`config.mk`:
```
export PLATFORM = sky130hd
export DESIGN_NAME = wb_mem_slave
export DESIGN_NICKNAME = d
export VERILOG_FILES = /design/src/rtl/wb_mem_pkg.sv /design/src/rtl/wb_mem_slave_byte_merge.sv /design/src/rtl/wb_mem_slave.sv
export SDC_FILE = /design/constraint.sdc
export NUM_CORES = 1
export LEC_CHECK = 0
export ABC_CLOCK_PERIOD_IN_PS = 3000
export BUFFER_PORTS_ARGS = -buffer_cell sky130_fd_sc_hd__buf_2
export CORE_MARGIN = 2
export CORE_UTILIZATION = 53
export CTS_BUF_LIST = sky130_fd_sc_hd__clkbuf_4 sky130_fd_sc_hd__clkbuf_8 sky130_fd_sc_hd__clkbuf_16
export DETAILED_ROUTE_END_ITERATION = 16
export PLACE_DENSITY = 0.92
export SYNTH_ARGS = -nofsm -noshare
export SYNTH_HDL_FRONTEND = slang
export SYNTH_HIERARCHICAL = 1
export SYNTH_SLANG_ARGS = --single-unit
```
`constraint.sdc`:
```
create_clock -name clk -period 3 [get_ports clk]
set_clock_uncertainty 0.15 [all_clocks]
set_input_delay 0.3 -clock clk [delete_from_list [all_inputs] [get_ports clk]]
set_output_delay 0.3 -clock clk [all_outputs]
set_load 0.01 [all_outputs]
```
`src/rtl/wb_mem_pkg.sv`:
```
// Shared types and constants for the Wishbone memory slave.
package wb_mem_pkg;

  localparam int DEFAULT_DATA_WIDTH = 32;
  localparam int SEL_WIDTH          = DEFAULT_DATA_WIDTH / 8;
  localparam int WS_CNT_WIDTH       = 4;

  typedef enum logic [2:0] {
    S_IDLE    = 3'd0,
    S_ERR     = 3'd1,
    S_RD_WAIT = 3'd2,
    S_RD_DATA = 3'd3,
    S_RMW_RD  = 3'd4,
    S_RMW_WR  = 3'd5,
    S_WR      = 3'd6,
    S_ACK     = 3'd7
  } wb_mem_state_e;

endpackage

```
`src/rtl/wb_mem_slave_byte_merge.sv`:
```
// Per-byte-lane merge: lanes with sel set take the new word, the rest keep the old word.
module wb_mem_byte_merge #(
  parameter int DATA_WIDTH = 32
) (
  input  logic [DATA_WIDTH-1:0]   old_i,
  input  logic [DATA_WIDTH-1:0]   new_i,
  input  logic [DATA_WIDTH/8-1:0] sel_i,
  output logic [DATA_WIDTH-1:0]   merged_o
);

  // Lane-by-lane select between old and new data.
  always_comb begin
    merged_o = old_i;
    for (int i = 0; i < DATA_WIDTH / 8; i++) begin
      if (sel_i[i]) merged_o[i*8 +: 8] = new_i[i*8 +: 8];
    end
  end

endmodule

```
`src/rtl/wb_mem_slave.sv`:
```
// Wishbone classic slave in front of a memory with one-cycle read latency and
// no byte enables. Partial writes become read-modify-write.
//
// Handshake: a request is taken in IDLE on any edge where cyc & stb are high.
// The slave answers with exactly one cycle of ack (or err, never both) and then
// returns to IDLE; the master must drop stb on the edge that samples ack/err.
// Dropping cyc in any busy state abandons the transfer without ack/err, and a
// memory write that has not yet been issued is then never issued.
module wb_mem_slave
  import wb_mem_pkg::*;
#(
  parameter int DATA_WIDTH  = 32,
  parameter int ADDR_WIDTH  = 32,
  parameter int MEM_SIZE    = 1 << 18,
  parameter int WAIT_STATES = 0
) (
  input  logic                    clk,
  input  logic                    reset,
  input  logic [ADDR_WIDTH-1:0]   wbd_adr_i,
  input  logic [DATA_WIDTH-1:0]   wbd_dat_i,
  input  logic [DATA_WIDTH/8-1:0] wbd_sel_i,
  input  logic                    wbd_we_i,
  input  logic                    wbd_cyc_i,
  input  logic                    wbd_stb_i,
  output logic [DATA_WIDTH-1:0]   wbd_dat_o,
  output logic                    wbd_ack_o,
  output logic                    wbd_err_o,
  output logic                    mem_we_o,
  output logic [ADDR_WIDTH-1:0]   mem_addr_o,
  output logic [DATA_WIDTH-1:0]   mem_din_o,
  input  logic [DATA_WIDTH-1:0]   mem_dout_i
);

  localparam int                      SW        = DATA_WIDTH / 8;
  localparam logic [ADDR_WIDTH-1:0]   MEM_LIMIT = ADDR_WIDTH'(MEM_SIZE);
  localparam logic [WS_CNT_WIDTH-1:0] WS_LOAD   = WS_CNT_WIDTH'(WAIT_STATES);

  // FSM state; state_q is the observation point for checkers.
  wb_mem_state_e           state_q, state_d;
  logic [WS_CNT_WIDTH-1:0] cnt_q, cnt_d;
  // Second RMW_RD phase: counter expired, read data now valid.
  logic                    rmw_ph_q, rmw_ph_d;
  logic [SW-1:0]           sel_q, sel_d;
  logic [ADDR_WIDTH-1:0]   addr_q, addr_d;
  logic [DATA_WIDTH-1:0]   din_q, din_d;
  logic [DATA_WIDTH-1:0]   dat_q, dat_d;
  logic                    ack_q, ack_d;
  logic                    err_q, err_d;
  logic [DATA_WIDTH-1:0]   merged;

  wb_mem_byte_merge #(.DATA_WIDTH(DATA_WIDTH)) u_merge (
    .old_i    (mem_dout_i),
    .new_i    (din_q),
    .sel_i    (sel_q),
    .merged_o (merged)
  );

  // State and datapath registers with synchronous reset.
  always_ff @(posedge clk) begin
    if (reset) begin
      state_q  <= S_IDLE;
      cnt_q    <= '0;
      rmw_ph_q <= 1'b0;
      sel_q    <= '0;
      addr_q   <= '0;
      din_q    <= '0;
      dat_q    <= '0;
      ack_q    <= 1'b0;
      err_q    <= 1'b0;
    end else begin
      state_q  <= state_d;
      cnt_q    <= cnt_d;
      rmw_ph_q <= rmw_ph_d;
      sel_q    <= sel_d;
      addr_q   <= addr_d;
      din_q    <= din_d;
      dat_q    <= dat_d;
      ack_q    <= ack_d;
      err_q    <= err_d;
    end
  end

  // Next-state and next-register logic.
  always_comb begin
    state_d  = state_q;
    cnt_d    = cnt_q;
    rmw_ph_d = rmw_ph_q;
    sel_d    = sel_q;
    addr_d   = addr_q;
    din_d    = din_q;
    dat_d    = dat_q;
    ack_d    = 1'b0;
    err_d    = 1'b0;

    case (state_q)
      S_IDLE: begin
        if (wbd_cyc_i && wbd_stb_i) begin
          addr_d   = {wbd_adr_i[ADDR_WIDTH-1:2], 2'b00};
          din_d    = wbd_dat_i;
          sel_d    = wbd_sel_i;
          cnt_d    = WS_LOAD;
          rmw_ph_d = 1'b0;
          if (wbd_adr_i >= MEM_LIMIT) begin
            err_d   = 1'b1;
            state_d = S_ERR;
          end else if (!wbd_we_i) begin
            state_d = S_RD_WAIT;
          end else if ((&wbd_sel_i) || (wbd_sel_i == '0)) begin
            state_d = S_WR;
          end else begin
            state_d = S_RMW_RD;
          end
        end
      end
      S_ERR: state_d = S_IDLE;
      S_RD_WAIT: begin
        if (cnt_q != '0) cnt_d = cnt_q - 1'b1;
        else             state_d = S_RD_DATA;
      end
      S_RD_DATA: begin
        dat_d   = mem_dout_i;
        ack_d   = 1'b1;
        state_d = S_ACK;
      end
      S_RMW_RD: begin
        if (cnt_q != '0) begin
          cnt_d = cnt_q - 1'b1;
        end else if (!rmw_ph_q) begin
          rmw_ph_d = 1'b1;
        end else begin
          din_d   = merged;
          state_d = S_RMW_WR;
        end
      end
      S_RMW_WR: begin
        ack_d   = 1'b1;
        state_d = S_ACK;
      end
      S_WR: begin
        if (cnt_q != '0) begin
          cnt_d = cnt_q - 1'b1;
        end else begin
          ack_d   = 1'b1;
          state_d = S_ACK;
        end
      end
      S_ACK: state_d = S_IDLE;
      default: state_d = S_IDLE;
    endcase

    // Master abandoned the cycle: go idle silently, keep the old read data.
    if (state_q != S_IDLE && !wbd_cyc_i) begin
      state_d = S_IDLE;
      ack_d   = 1'b0;
      err_d   = 1'b0;
      dat_d   = dat_q;
    end
  end

  // Write strobe is combinational so abort and reset cancel it in the same cycle.
  always_comb begin
    mem_we_o = 1'b0;
    if (!reset && wbd_cyc_i) begin
      if (state_q == S_RMW_WR) mem_we_o = 1'b1;
      if (state_q == S_WR && cnt_q == '0 && sel_q != '0) mem_we_o = 1'b1;
    end
  end

  assign wbd_dat_o  = dat_q;
  assign wbd_ack_o  = ack_q;
  assign wbd_err_o  = err_q;
  assign mem_addr_o = addr_q;
  assign mem_din_o  = din_q;

endmodule
```
# After elaboration in Yosys (flattened, before gate mapping)
# Index checks and enable logic that the tools add are counted.
# totals
output_inout_bits	99
word_cells	94
register_bits	108
in_bits	105
# classes
eq_ne	17
mux	29
order_cmp	1
addsub	1
reduce_logical	31
n_bitwise	3
# ops
operator	count
32-bit 2-to-1 mux	3
32-bit one-hot mux with 2 select lines	1
32-bit by 19-bit >= comparator with 1-bit output, second input constant	1
8-bit 2-to-1 mux	4
5-bit AND reduction	5
3-bit 2-to-1 mux	7
2-bit != test, second input constant	9
3-bit one-hot mux with 6 select lines	1
3-bit == test, second input constant	4
4-bit logical NOT	2
4-bit 2-to-1 mux	2
4-bit one-hot mux with 2 select lines	1
4-bit nonzero test	2
1-bit 2-to-1 mux	7
3-bit by 2-bit == test with 1-bit output, second input constant	2
3-bit AND reduction	2
2-bit OR reduction	3
1-bit logical AND	5
1-bit one-hot mux with 2 select lines	2
2-bit AND reduction	2
4-bit AND reduction	1
2-bit nonzero test	2
4-bit OR reduction	1
4-bit by 1-bit subtractor with 4-bit output, second input constant	1
9 further kinds	12

# Depth between registers and ports, before layout
# logic_depth
word_depth	7
depth_mapped	9
ltp_nobuf	6

# Hierarchy
# Netlist, hierarchy kept.
# modules_own_cells
mod	seq_area_each_um2	cells_per_inst	area_per_inst_um2	n_inst
wb_mem_slave	2162.1	518	4574.4	1
wb_mem_byte_merge	0.0	36	525.5	1

# Least setup slack after synthesis
# No wires, ideal clock.
# synth_timing
path_type	reg2out
from	register cnt_q[0]
to	output mem_we_o
path_stages_with_launch	7
n_path_buf	0
arrival_ns	1.511
setup_slack_ns	1.039
required_ns	2.550
cell_sequence	dfxtp_1 > inv_1 > ha_1 > or3b_2 > nor2_1 > a31oi_1 > nor3_1
# synth_via
elab_chain_cells	5
# synth_lines
item	line_no	source
from (decl)	wb_mem_slave.sv:40	logic [WS_CNT_WIDTH-1:0] cnt_q, cnt_d;
from (signal assigned)	wb_mem_slave.sv:72	cnt_q <= cnt_d;
4-bit logical NOT	wb_mem_slave.sv:165	if (state_q == S_WR && cnt_q == '0 && sel_q != '0) mem_we_o = 1'b1;
1-bit logical AND (2 in series)	wb_mem_slave.sv:165	
1-bit 2-to-1 mux	wb_mem_slave.sv:165	
1-bit 2-to-1 mux	wb_mem_slave.sv:163	if (!reset && wbd_cyc_i) begin
to (decl)	wb_mem_slave.sv:28	output logic mem_we_o,
# Every way passes these cells.

# Worst setup path after layout
# Ends and elaborated chain as after synthesis.

==> impl_metrics.ini <==
[timing]
finalMaxSlewViolations = 0
min_period_over_period_pct = 83.3
relSlewSlack_pct = 51.7
fin_tns_setup_ns = 0
period_needed_ns = 2.50
hold_viol = 0
max_freq_ghz = 0.400
tightest_slew_ns = 0.723
whs_ns = 0.0329
rsz0062_at_grt = no
setup_viol = 0

[worst_setup_path]
path_depth = 7
r2r-start = cnt_q[0]$_SDFFE_PP0P_
rrSetupSlack_ns = 0.60
cp_top_family = simple AND/OR/NAND/NOR gates
path_cells = inv_1, ha_1, or3b_2, nor2_1, a31oi_1, nor3_1, buf_2
critPathBufInv = 2
cp-end-kind = output pin
critPathArrivalTime_ns = 2.05
rr_endpoint = mem_din_o[5]$_SDFFE_PP0P_
worstSetupStartpointType = register
cpMaxStageDelayCell = or3b_2
critPathRequiredTime_ns = 2.55
cpPeakStageDelay_ns = 0.50
rr_worst_depth = 7
critPathMaxFanout = 3
criticalPathCategory = reg2out

[synthesis]
synthArstFlopShare_pct = 0
synth.area.top_cells = dfxtp_1 (42%), a21oi_1 (10%), nand2_1 (10%), mux2_4 (9.4%), a211oi_2 (7.4%)
synth_top_area_cell = dfxtp_1
yosysWarnings = 6
seq_area_frac_synth_pct = 42.4
synth-edff-count = 0
synth.most_common_cell = nand2_1
ys_types = 44
synth_common_cells = nand2_1 (136), dfxtp_1 (108), a21oi_1 (103)
syn-instance-count = 554
syn_area_sq_um = 5100
synth_ff_type = dfxtp_1
synth_top_area_share_pct = 42.4
ys_ff_latch = 108
avgSynthCellArea_sq_um = 9.21

[routing]
finalWirelength_um = 13900
drtIter0Drc = 132
firstDrtPassIters = 4
remaining_drc_errors = 0
drt-wirelength-per-cell_um = 16.1
antenna_left = 0
drt-vias-per-instance = 5.42
vias = 4667

[clocking]
cts_made_buffers = 9
cts_resized = 0
hold_buffers = 0
cts_buffer_depth = 2
cts_tree = built
clk_pin_slew_ns = 0.11
numClockSinks = 108
htreeDepth = 3
clk-insertion-delay-late_ns = 0.35
cts_setup_buffers = 0
clockRootBuffer = clkbuf_8

[place]
port_buffers = 199
gp_congestion = 0.821
dpl.hpwl_um = 10300

[global_route]
grt_overflow = 0
grt_max_degree = 66
antenna_found_initial = 0
groute.layer.met2.usage_pct = 46.5
grtUsageMet3_pct = 6.02
track_usage_pct = 25.6
grt_pass1_vias = 4548
grt_first_pass_wirelength_um = 21200
grt_busiest_layer = met2
use_met1_pct = 30.1

[floorplanning]
rows = 35
die_w_um = 102
io_pins = 204
start_util_pct = 54.9
core_area_sq_um = 9280
die_h_um = 102
dieArea_sq_um = 10400

[outcome]
run_status = complete, no violations

[finish]
antenna_cells = 0
area_growth_syn_to_layout_pct = 23.7
drive_gt1_share_pct = 40.6
final_nets = 833

[flow_run]
maxCapViolations = 0

[hold_path]
min_path_type = in2reg
min_from = wbd_adr_i[10]
hold_end = mem_addr_o[10]$_SDFFE_PP0P_
whs_path_depth = 3

[power_and_ir_drop]
power_density_nw_per_um2 = 476
irDropWorstVdd_mv = 0.296
leakagePower_nw = 2.68
cells in the final DEF, fill, tap and decap left out, types with 4 or more instances in the layout:
master,n
buf_2,198
nand2_1,136
dfxtp_1,108
a21oi_1,103
mux2i_1,33
mux2_4,32
a211oi_2,30
buf_4,13
clkbuf_8,11
nor2_1,7
nor3_1,4
nor4_1,4
a211oi_1,4
flip-flops by register name (all words and copies together) (netlist names):
signal / cells
cnt_q: 4
mem_addr_o: 30
mem_din_o: 32
rmw_ph_q: 1
sel_q: 4
state_q: 3
wbd_ack_o: 1
wbd_dat_o: 32
wbd_err_o: 1
worst max path at each step:
stage,to,startpoint,slack [ns]
detailed placement,mem_din_o[11]$_SDFFE_PP0P_,cnt_q[0]$_SDFFE_PP0P_,0.60
global placement,mem_din_o[7]$_SDFFE_PP0P_,cnt_q[0]$_SDFFE_PP0P_,0.72
finish,mem_we_o,cnt_q[0]$_SDFFE_PP0P_,0.50
CTS,mem_we_o,cnt_q[0]$_SDFFE_PP0P_,0.46
floorplan,mem_we_o,cnt_q[0]$_SDFFE_PP0P_,1.04
global route,mem_we_o,cnt_q[0]$_SDFFE_PP0P_,0.35
final cells by class:
cell class	count	area, sq um
multi-input combinational	394	2650
fill	756	2970
clock inverter	5	88.8
tap	129	161
inverter	3	11.3
clock buffer	11	151
timing repair buffer	211	1090
sequential	108	2160
kinds of logic (layout without fill, tap and decap cells):
kind of cell / count (synthesis) / in the layout / share of synthesized area, %
flip-flops: 108 / 108 / 42.4
AND/OR/NAND/NOR: 172 / 172 / 14.5
multiplexers: 65 / 65 / 15.9
AO/OA/AOI/OAI: 151 / 151 / 20.4
other: 1 / 2 / 0.0735
buffers and inverters: 53 / 230 / 6.04
XOR/XNOR: 3 / 3 / 0.515
adder cells (fa/ha/maj): 1 / 1 / 0.245
metrics by stage:
stage	total power, mW	utilization, %	cell area, sq um	setup WS (ns)	instances
floorplan	1.85	-	5100	1.04	555
global placement	1.99	65.4	6070	0.724	845
detailed placement	2.02	65.4	6070	0.596	845
CTS	3.03	68.0	6310	0.460	861
global route	3.15	68.0	6310	0.349	861
finish	3.01	68.0	6310	0.502	861
power by group:
part | internal, mW | switching (mW)
registers | 1.49 | 0.0544
logic | 0.213 | 0.229
clock network | 0.529 | 0.490
worst register-to-register path: stages, from the launching register on:
cell and delay [ns]:
dfxtp_1 0.32, inv_1 0.08, ha_1 0.19, nor3b_1 0.51
a2bb2o_4 0.21, and2_2 0.41, buf_4 0.30, a211oi_2 0.09
layer usage:
layer | up-vias | wire (um)
li1 | 2267 | -
met1 | 2185 | 5790
met2 | 203 | 6900
met3 | 12 | 1070
met4 | 0 | 123
met5 | - | 0
No activity file was read; power rests on OpenSTA's default activity.
